===== config.mk =====
export PLATFORM = sky130hd
export DESIGN_NAME = ifu_prefetch
export DESIGN_NICKNAME = d
export VERILOG_FILES = /design/src/rtl/ifu_prefetch.sv
export SDC_FILE = /design/constraint.sdc
export NUM_CORES = 1
export LEC_CHECK = 0
export CORE_ASPECT_RATIO = 0.7
export CORE_MARGIN = 2
export CORE_UTILIZATION = 39
export DETAILED_ROUTE_END_ITERATION = 7
export PLACE_DENSITY = 0.64
export SETUP_SLACK_MARGIN = 0.15
export SLEW_MARGIN = 20
export SYNTH_ARGS = -nofsm -noshare
export SYNTH_HDL_FRONTEND = slang
export SYNTH_SLANG_ARGS = --single-unit

===== constraint.sdc =====
create_clock -name clk -period 2.86 [get_ports clk]
set_input_delay 0.572 -clock clk [delete_from_list [all_inputs] [get_ports clk]]
set_output_delay 0.572 -clock clk [all_outputs]
set_load 0.05 [all_outputs]

===== src/rtl/ifu_prefetch.sv =====
// ---------------------------------------------------------------------------
// ifu_prefetch
//
// Instruction fetch unit with a small prefetch queue. A fetch PC walks
// forward one word per issued request; each request goes to a synchronous
// instruction ROM whose word comes back one cycle after the request cycle.
// Returned words are buffered together with their PC and presented to the
// decode stage on a valid/ready handshake. A redirect (branch, jump, trap)
// empties the queue, kills every outstanding request and restarts fetch at
// the new target.
//
// Parameters
//   XLEN      data/address width in bits
//   DEPTH     prefetch queue entries (power of two, >= 2)
//   RESET_PC  first fetch address after reset (word aligned)
//
// Ports
//   clk             in   clock, all state on the rising edge
//   rst             in   asynchronous active-low reset
//   redirect_valid  in   flush and restart fetch at redirect_pc
//   redirect_pc     in   new fetch address, low two bits ignored
//   rom_req         out  registered read request to the ROM
//   rom_addr        out  registered byte address of the requested word
//   rom_data        in   ROM word, valid the cycle after rom_req was high
//   inst_valid      out  head entry available to decode
//   inst            out  head instruction word
//   inst_pc         out  PC of the head instruction
//   inst_ready      in   decode accepts the head entry this cycle
// ---------------------------------------------------------------------------
module ifu_prefetch #(
    parameter int unsigned     XLEN     = 32,
    parameter int unsigned     DEPTH    = 4,
    parameter logic [XLEN-1:0] RESET_PC = '0
) (
    input  logic            clk,
    input  logic            rst,
    input  logic            redirect_valid,
    input  logic [XLEN-1:0] redirect_pc,
    output logic            rom_req,
    output logic [XLEN-1:0] rom_addr,
    input  logic [XLEN-1:0] rom_data,
    output logic            inst_valid,
    output logic [XLEN-1:0] inst,
    output logic [XLEN-1:0] inst_pc,
    input  logic            inst_ready
);

    localparam int unsigned PW = $clog2(DEPTH);
    localparam int unsigned CW = PW + 1;
    // Credit sum needs headroom for count plus two outstanding requests.
    localparam logic [CW:0] DEPTH_C = (CW + 1)'(DEPTH);

    // -----------------------------------------------------------------------
    // State
    // -----------------------------------------------------------------------
    logic [XLEN-1:0] fetch_pc_q, fetch_pc_d;
    logic            rom_req_q,  rom_req_d;
    logic [XLEN-1:0] rom_addr_q, rom_addr_d;
    // Set while rom_data carries the word for last cycle's request.
    logic            inflight_q, inflight_d;
    logic [PW-1:0]   wr_ptr_q,   wr_ptr_d;
    logic [PW-1:0]   rd_ptr_q,   rd_ptr_d;
    logic [CW-1:0]   count_q,    count_d;
    logic [XLEN-1:0] last_inst_q;
    logic [XLEN-1:0] last_pc_q;

    logic [XLEN-1:0] inst_mem [DEPTH];
    logic [XLEN-1:0] pc_mem   [DEPTH];
    // Address of the word currently arriving on rom_data.
    logic [XLEN-1:0] resp_pc_q;

    logic            push;
    logic            pop;
    logic            can_issue;
    logic [CW:0]     credit_used;
    logic [XLEN-1:0] redirect_base;
    logic            queue_nonempty;

    // The two low bits of the redirect target are forced to zero.
    logic unused_redirect_lsbs;
    assign unused_redirect_lsbs = ^redirect_pc[1:0];

    assign redirect_base  = {redirect_pc[XLEN-1:2], 2'b00};
    assign queue_nonempty = (count_q != '0);

    // Queue entries plus both outstanding request stages must fit, so a
    // returning word can never find the queue full.
    assign credit_used = {1'b0, count_q}
                       + {{CW{1'b0}}, rom_req_q}
                       + {{CW{1'b0}}, inflight_q};
    assign can_issue   = (credit_used < DEPTH_C);

    // -----------------------------------------------------------------------
    // Outputs
    // -----------------------------------------------------------------------
    assign rom_req    = rom_req_q;
    assign rom_addr   = rom_addr_q;
    assign inst_valid = queue_nonempty & ~redirect_valid;
    // When empty, present the last head seen so the outputs never carry
    // stale or uninitialised queue storage.
    assign inst       = queue_nonempty ? inst_mem[rd_ptr_q] : last_inst_q;
    assign inst_pc    = queue_nonempty ? pc_mem[rd_ptr_q]   : last_pc_q;

    // -----------------------------------------------------------------------
    // Next-state logic
    // -----------------------------------------------------------------------
    // NOTE: every signal gets a default at the top of the block so no path
    // leaves it unassigned; otherwise synthesis infers a latch.
    always_comb begin
        fetch_pc_d = fetch_pc_q;
        rom_req_d  = 1'b0;
        rom_addr_d = rom_addr_q;
        inflight_d = 1'b0;
        wr_ptr_d   = wr_ptr_q;
        rd_ptr_d   = rd_ptr_q;
        count_d    = count_q;
        push       = 1'b0;
        pop        = 1'b0;

        if (redirect_valid) begin
            // Restart: drop queue contents, the arriving word and the
            // request on rom_req this cycle; issue the new target at once.
            rom_req_d  = 1'b1;
            rom_addr_d = redirect_base;
            fetch_pc_d = redirect_base + XLEN'(4);
            wr_ptr_d   = '0;
            rd_ptr_d   = '0;
            count_d    = '0;
        end else begin
            push       = inflight_q;
            pop        = inst_valid & inst_ready;
            inflight_d = rom_req_q;

            if (can_issue) begin
                rom_req_d  = 1'b1;
                rom_addr_d = fetch_pc_q;
                fetch_pc_d = fetch_pc_q + XLEN'(4);
            end

            if (push) begin
                wr_ptr_d = wr_ptr_q + PW'(1);
            end
            if (pop) begin
                rd_ptr_d = rd_ptr_q + PW'(1);
            end

            unique case ({push, pop})
                2'b10:   count_d = count_q + CW'(1);
                2'b01:   count_d = count_q - CW'(1);
                default: count_d = count_q;
            endcase
        end
    end

    // -----------------------------------------------------------------------
    // Control registers
    // -----------------------------------------------------------------------
    // NOTE: clocked state uses non-blocking assignments so every register
    // samples the pre-edge values regardless of statement order.
    always_ff @(posedge clk or negedge rst) begin
        if (!rst) begin
            fetch_pc_q  <= RESET_PC;
            rom_req_q   <= 1'b0;
            rom_addr_q  <= RESET_PC;
            inflight_q  <= 1'b0;
            resp_pc_q   <= '0;
            wr_ptr_q    <= '0;
            rd_ptr_q    <= '0;
            count_q     <= '0;
            last_inst_q <= '0;
            last_pc_q   <= '0;
        end else begin
            fetch_pc_q <= fetch_pc_d;
            rom_req_q  <= rom_req_d;
            rom_addr_q <= rom_addr_d;
            inflight_q <= inflight_d;
            resp_pc_q  <= rom_addr_q;
            wr_ptr_q   <= wr_ptr_d;
            rd_ptr_q   <= rd_ptr_d;
            count_q    <= count_d;
            if (queue_nonempty) begin
                last_inst_q <= inst_mem[rd_ptr_q];
                last_pc_q   <= pc_mem[rd_ptr_q];
            end
        end
    end

    // -----------------------------------------------------------------------
    // Queue storage
    // -----------------------------------------------------------------------
    // NOTE: the storage array has no reset; an entry is only read while the
    // count says it holds a word written since reset or the last flush.
    always_ff @(posedge clk) begin
        if (push) begin
            inst_mem[wr_ptr_q] <= rom_data;
            pc_mem[wr_ptr_q]   <= resp_pc_q;
        end
    end

endmodule


; After elaboration in Yosys (flattened, before gate mapping)
; Memory sizes are Yosys's and may differ from the RTL's.
; Index checks and enable logic that the tools add are counted.
[totals]
ff_bits = 169
ramBits = 256
in_bits = 68
memories = 2
[classes]
n_addsub = 8
order_cmp = 1
eq_ne = 2
mux = 18
n_bitwise = 3
reduce_logical = 5
[memory_table]
columns = name, depth, width, read_ports, rd_clocked_by_memory_dff, wr, line
row1 = inst_mem, 4, 32, 1, 0, 1, 67  ; logic [XLEN-1:0] inst_mem [DEPTH];
row2 = pc_mem, 4, 32, 1, 0, 1, 68  ; logic [XLEN-1:0] pc_mem [DEPTH];
[ops]
columns = cell, n
row1 = $mux W32, 6
row2 = $add A32 B3 Y32 const B, 2
row3 = $mux W2, 4
row4 = $mux W1, 6
row5 = $pmux W3 S2, 1
row6 = $reduce_bool A2 Y1, 3
row7 = $reduce_bool A3 Y1, 2
row8 = $add A2 B1 Y2 const B, 2
row9 = $add A3 B1 Y4, 1
row10 = $add A4 B1 Y4, 1
row11 = $lt A4 B3 Y1 const B, 1
row12 = $add A3 B1 Y3 const B, 1
row13 = $mux W3, 1
row14 = $sub A3 B1 Y3 const B, 1
row15 = $and A1 B1 Y1, 2
row16 = $eq A2 B1 Y1 const B, 1
row17 = $eq A2 B2 Y1 const B, 1
row18 = $not A1 Y1, 1

; Logic depth before layout (Yosys ltp)
[depth]
word_depth = 6
depth_mapped = 12
mapped_depth_nobuf = 8

; Worst setup path after synthesis
; No wires, ideal clock.
[synth_timing]
path_kind = input -> register
start = in redirect_valid
end = mem inst_mem[0][0], enable pin
setup_time_ps = 427
t_arrival_ps = 2746
required_ps = 2433
slack_ps = -313
path_stages = 5
cell_sequence = buf_4 > buf_2 > buf_1 > nor2b_1 > and2_1
[synth_via]
elab_chain_len = 3
[synth_lines]
columns = item, line
row1 = start: declaration, 37  ; input logic redirect_valid,
row2 = $mux W1, 120  ; if (redirect_valid) begin
row3 = $mux W1, 194  ; if (push) begin
row4 = $mux W1 (not written as such), 195  ; inst_mem[wr_ptr_q] <= rom_data;
row5 = end: declaration, 67
; Every way passes these cells.

; Worst setup path after layout
[layout_timing]
start = reg rd_ptr_q[0]
end = out inst[9]
[layout_via]
elab_chain_len = 2
[layout_lines]
columns = item, line
row1 = start: declaration, 62  ; logic [PW-1:0] rd_ptr_q, rd_ptr_d;
row2 = start signal: assignment, 179  ; rd_ptr_q <= rd_ptr_d;
row3 = $mem_v2 Z4 W32, --
row4 = $mux W32, --
row5 = end: declaration, 43  ; output logic [XLEN-1:0] inst,
; Every way passes these cells.

==> metrics.md <==
| Metric | Value |
|---|---|
| Crit path kind | `flop to output pin` |
| Number of slew-limit violations in the final report | `0` |
| Post-Syn Instances | `around 1100` |
| Critical Path, Cell by Cell | `buf_12, buf_16, mux4_2, nand2_2, nand2_2, buf_8` |
| Core Box Area | `~40000 um^2` |
| Leak | `8.002 nW` |
| EDFF count, synth | `~250` |
| Via count | `roughly 9700` |
| Hold Path Cell Cnt | `0` |
| Vias/cell | `about 5` |
| CTS tree | `yes` |
| Total track usage | `around 18%` |
| CTS sink cnt | `411` |
| Worst Setup End Kind | `output pin` |
| Register bit total from synthesis | `slightly above 400` |
| Multi-input logic area | `roughly 4900 um^2` |
| Fmax | `359.4 MHz` |
| Crit start category | `flop` |
| Drt initial violations | `between 700 and 800` |
| Register area | `about 12000 um^2` |
| Worst skew pair latency | `~540 ps` |
| Cells on worst reg2reg path | `8` |
| IO Port Bufs | `161` |
| Hold Path Sink | `resp_pc_q[13]$_DFF_PN0_` |
| RSZ-0062 raised after global routing | `true` |
| Total global routing overflow | `0` |
| GPL Wtd Cong | `slightly above 0.8` |
| TritonCTS buffer count | `40` |
| Clk_skew | `~10 ps` |
| Vias in the first global route | `9839` |
| Post-DP HPWL | `roughly 24000 um` |
| First drt pass iteration count | `7` |
| Max Root-Sink Buffers | `3` |
| Async set-reset flop share out of synthesis | `between 30% and 40%` |
| Ports | `166` |
| Antenna diodes | `0` |
| Data required time of the critical path | `2290 ps` |
| Setup slack on the worst flop-to-flop path | `~440 ps` |
| Crit-path max cell delay | `520 ps` |
| Min-Delay Startpoint | `rom_addr[13]$_DFFE_PN0P_` |
| Clock transition at the registers of the reported paths | `~60 ps` |
| Max_slew headroom | `56.50%` |
| RR Endpoint | `count_q[2]$_DFFE_PN0P_` |
| Initial antenna violation count | `0` |
| DRT Wirelength | `38950 um` |
| Worst hold margin | `approximately 420 ps` |
| Power Density | `about 1200 nW/um^2` |
| P&R area growth vs syn | `30.96%` |
| Min cycle time layout | `around 2800 ps` |
| Synth warnings | `0` |
| Failing checks | `design-rule violations` |
| Post-synthesis sequential area ratio | `a little over two thirds` |
| Starting Density | `39.69%` |
| Slowest cell on the critical path | `dfrtp_4` |
| Area of the die | `between 40000 and 50000 um^2` |
| Die Width | `about 250 um` |
| Post-Syn Area | `between 15000 and 20000 um^2` |
| Final cycle utilization of the critical path | `between 90 and 100%` |
| Fill cells | `between 3000 and 4000` |
| Worst-margin pin slew | `650.5 ps` |
| CP Data Arrival Time | `approximately 2200 ps` |
| Root Buffer | `clkbuf_16` |
| Htree depth | `2` |
| Outcome | `complete, but fails checks` |
| Fin. Hold Viols | `0` |
| First-pass GRT wire length | `around 60000 um` |
| DRC viols | `11` |
| Peak supply drop | `0.9200 mV` |
| Synth Area per Inst | `between 10 and 15 um^2` |
| Num rows | `62` |
| Worst Hold Class | `flop to flop` |
| Maxcap violations | `0` |
| Largest net degree at the start of global routing | `57` |
| Post-DRT Antenna Nets | `0` |
| Routed len/inst | `between 20 and 25 um` |
| Layout cells sized above 1 | `approximately 28%` |
| Setup TNS | `0 ps` |
| Crit Path Max Fanout | `7` |
| Layout Nets | `1396` |
| Die Y | `approximately 180 um` |
| Reg2Reg Launch Point | `count_q[1]$_DFFE_PN0P_` |
| Synth unique cells | `54` |
| Final setup viols | `0` |
| Most used cell, CP | `nand2_2` |
| Prevailing post-synth register cell | `edfxtp_1` |
==> Yosys cell counts, types with 4 or more instances <==
cell type / instances / share of area (%)
xor2_1: 21 / 1.1
mux2i_1: 47 / 2.9
nand4_1: 8 / 0.31
nor3_1: 16 / 0.49
nand3_1: 22 / 0.67
mux4_2: 62 / 8.5
o21ai_0: 34 / 1.0
buf_1: 12 / 0.28
xnor2_1: 35 / 1.9
inv_1: 7 / 0.16
dfrtp_1: 163 / 25
edfxtp_1: 248 / 46
a21oi_1: 15 / 0.46
nand2_1: 241 / 5.5
and2_1: 10 / 0.38
a21o_1: 4 / 0.18
o22ai_1: 5 / 0.19
buf_2: 8 / 0.24
nor2_1: 42 / 0.96
clkbuf_1: 28 / 0.64
nand3b_1: 5 / 0.23
ha_1: 6 / 0.46
nand4b_1: 6 / 0.32
==> sequential cells by signal (all words and copies together) (netlist names), 2 cells and up <==
register	cells
count_q	3
fetch_pc_q	30
inst_mem	128
last_inst_q	32
last_pc_q	32
pc_mem	120
rd_ptr_q	2
resp_pc_q	30
rom_addr	30
wr_ptr_q	2
==> worst max-delay path, delay by kind of cell, from the launching register on <==
family                 cells  cell delay (ps)
buffers and inverters      3              440
flip-flops                 1              520
multiplexers               1              510
AND/OR/NAND/NOR            2              180
==> metrics by stage <==
| step | utilization (%) | setup WS [ps] | total power [mW] | cell area [um^2] | cells |
|---|---|---|---|---|---|
| detailed placement | 46.32 | 45.37 | 18.67 | 19080 | 1789 |
| floorplan | - | 181.6 | 14.55 | 16360 | 1093 |
| global placement | 46.32 | 99.37 | 18.56 | 19080 | 1789 |
| CTS | 51.05 | 26.18 | 25.48 | 21030 | 1889 |
| finish | 51.98 | 77.72 | 26.20 | 21410 | 1897 |
| global route | 51.98 | -9.295 | 27.31 | 21410 | 1897 |
==> cells by family (layout without fill, tap and decap cells) <==
family / after synthesis / count (layout) / share of synthesized area (%)
buffers and inverters: 61 / 321 / 1.622
flip-flops: 411 / 411 / 70.50
AND/OR/NAND/NOR: 370 / 370 / 9.949
other: 1 / 2 / 0.02294
multiplexers: 112 / 112 / 11.62
XOR/XNOR: 56 / 56 / 3.000
AO/OA/AOI/OAI: 74 / 74 / 2.702
adder cells (fa/ha/maj): 7 / 7 / 0.5816
==> routing by layer <==
layer / part of all wire [%] / wire length [um] / vias to the layer above / global-route usage (%)
met2: 45 / 17470 / 257 / 27.22
met1: 48 / 18830 / 4928 / 27.31
li1: - / - / 4447 / -
met5: 0 / 0 / - / 0
met4: 1.6 / 609 / 0 / 4.040
met3: 5.2 / 2043 / 47 / 3.127
==> area by class of cell <==
type	count	area share [%]
Clock buffer	58	5.376
Sequential cell	411	53.87
Inverter	8	0.1403
Multi-Input combinational cell	621	22.86
Clock inverter	16	0.6954
Tap cell	544	3.179
Timing Repair Buffer	239	13.89
==> cells in the final DEF, fill, tap and decap left out, types with 7 or more instances in the layout <==
| master | n |
|---|---|
| nor3_1 | 15 |
| mux2i_1 | 47 |
| buf_8 | 37 |
| mux4_2 | 62 |
| xnor2_1 | 35 |
| buf_12 | 39 |
| clkbuf_16 | 42 |
| a21oi_1 | 15 |
| o21ai_0 | 34 |
| inv_1 | 7 |
| nand2_2 | 84 |
| dfrtp_1 | 159 |
| clkdlybuf4s50_1 | 94 |
| xor2_1 | 21 |
| nor2_1 | 42 |
| nand2_1 | 145 |
| clkbuf_1 | 12 |
| nand2_4 | 12 |
| edfxtp_1 | 248 |
| nand4_1 | 8 |
| nand3_1 | 22 |
| buf_16 | 8 |
| buf_4 | 56 |
==> power breakdown <==
group / switching [mW] / total [mW] / internal [mW]
Clock: 2.25 / 5.25 / 3.00
Combinational: 7.50 / 12.8 / 5.30
Sequential: 0.647 / 8.15 / 7.51
Total: 10.4 / 26.2 / 15.8
==> worst max path at each step <==
stage                                        from                    endpoint  slack (ps)  depth (start not counted)
after global routing      rd_ptr_q[0]$_DFFE_PN0P_                  inst_pc[5]          -9                          5
after CTS                 rd_ptr_q[0]$_DFFE_PN0P_                 inst_pc[30]          30                          6
after global placement             redirect_pc[2]  fetch_pc_q[30]$_DFFE_PN0P_         100                         10
after detailed placement           redirect_pc[2]  fetch_pc_q[22]$_DFFE_PN0P_          50                         10
final                     rd_ptr_q[0]$_DFFE_PN0P_                     inst[9]          80                          6
after floorplan                    redirect_valid  fetch_pc_q[26]$_DFFE_PN0P_         180                         12
==> timing repair <==
item                                    4_1_cts  5_1_grt
hold buffers                                  1        0
hold endpoints to repair                     21        0
gates cloned                                  6        0
setup buffers                                19        8
pin swaps                                    40       27
endpoints found under the setup margin       64       62
resized for setup                           101       99
(Power assumes the default switching activity.)
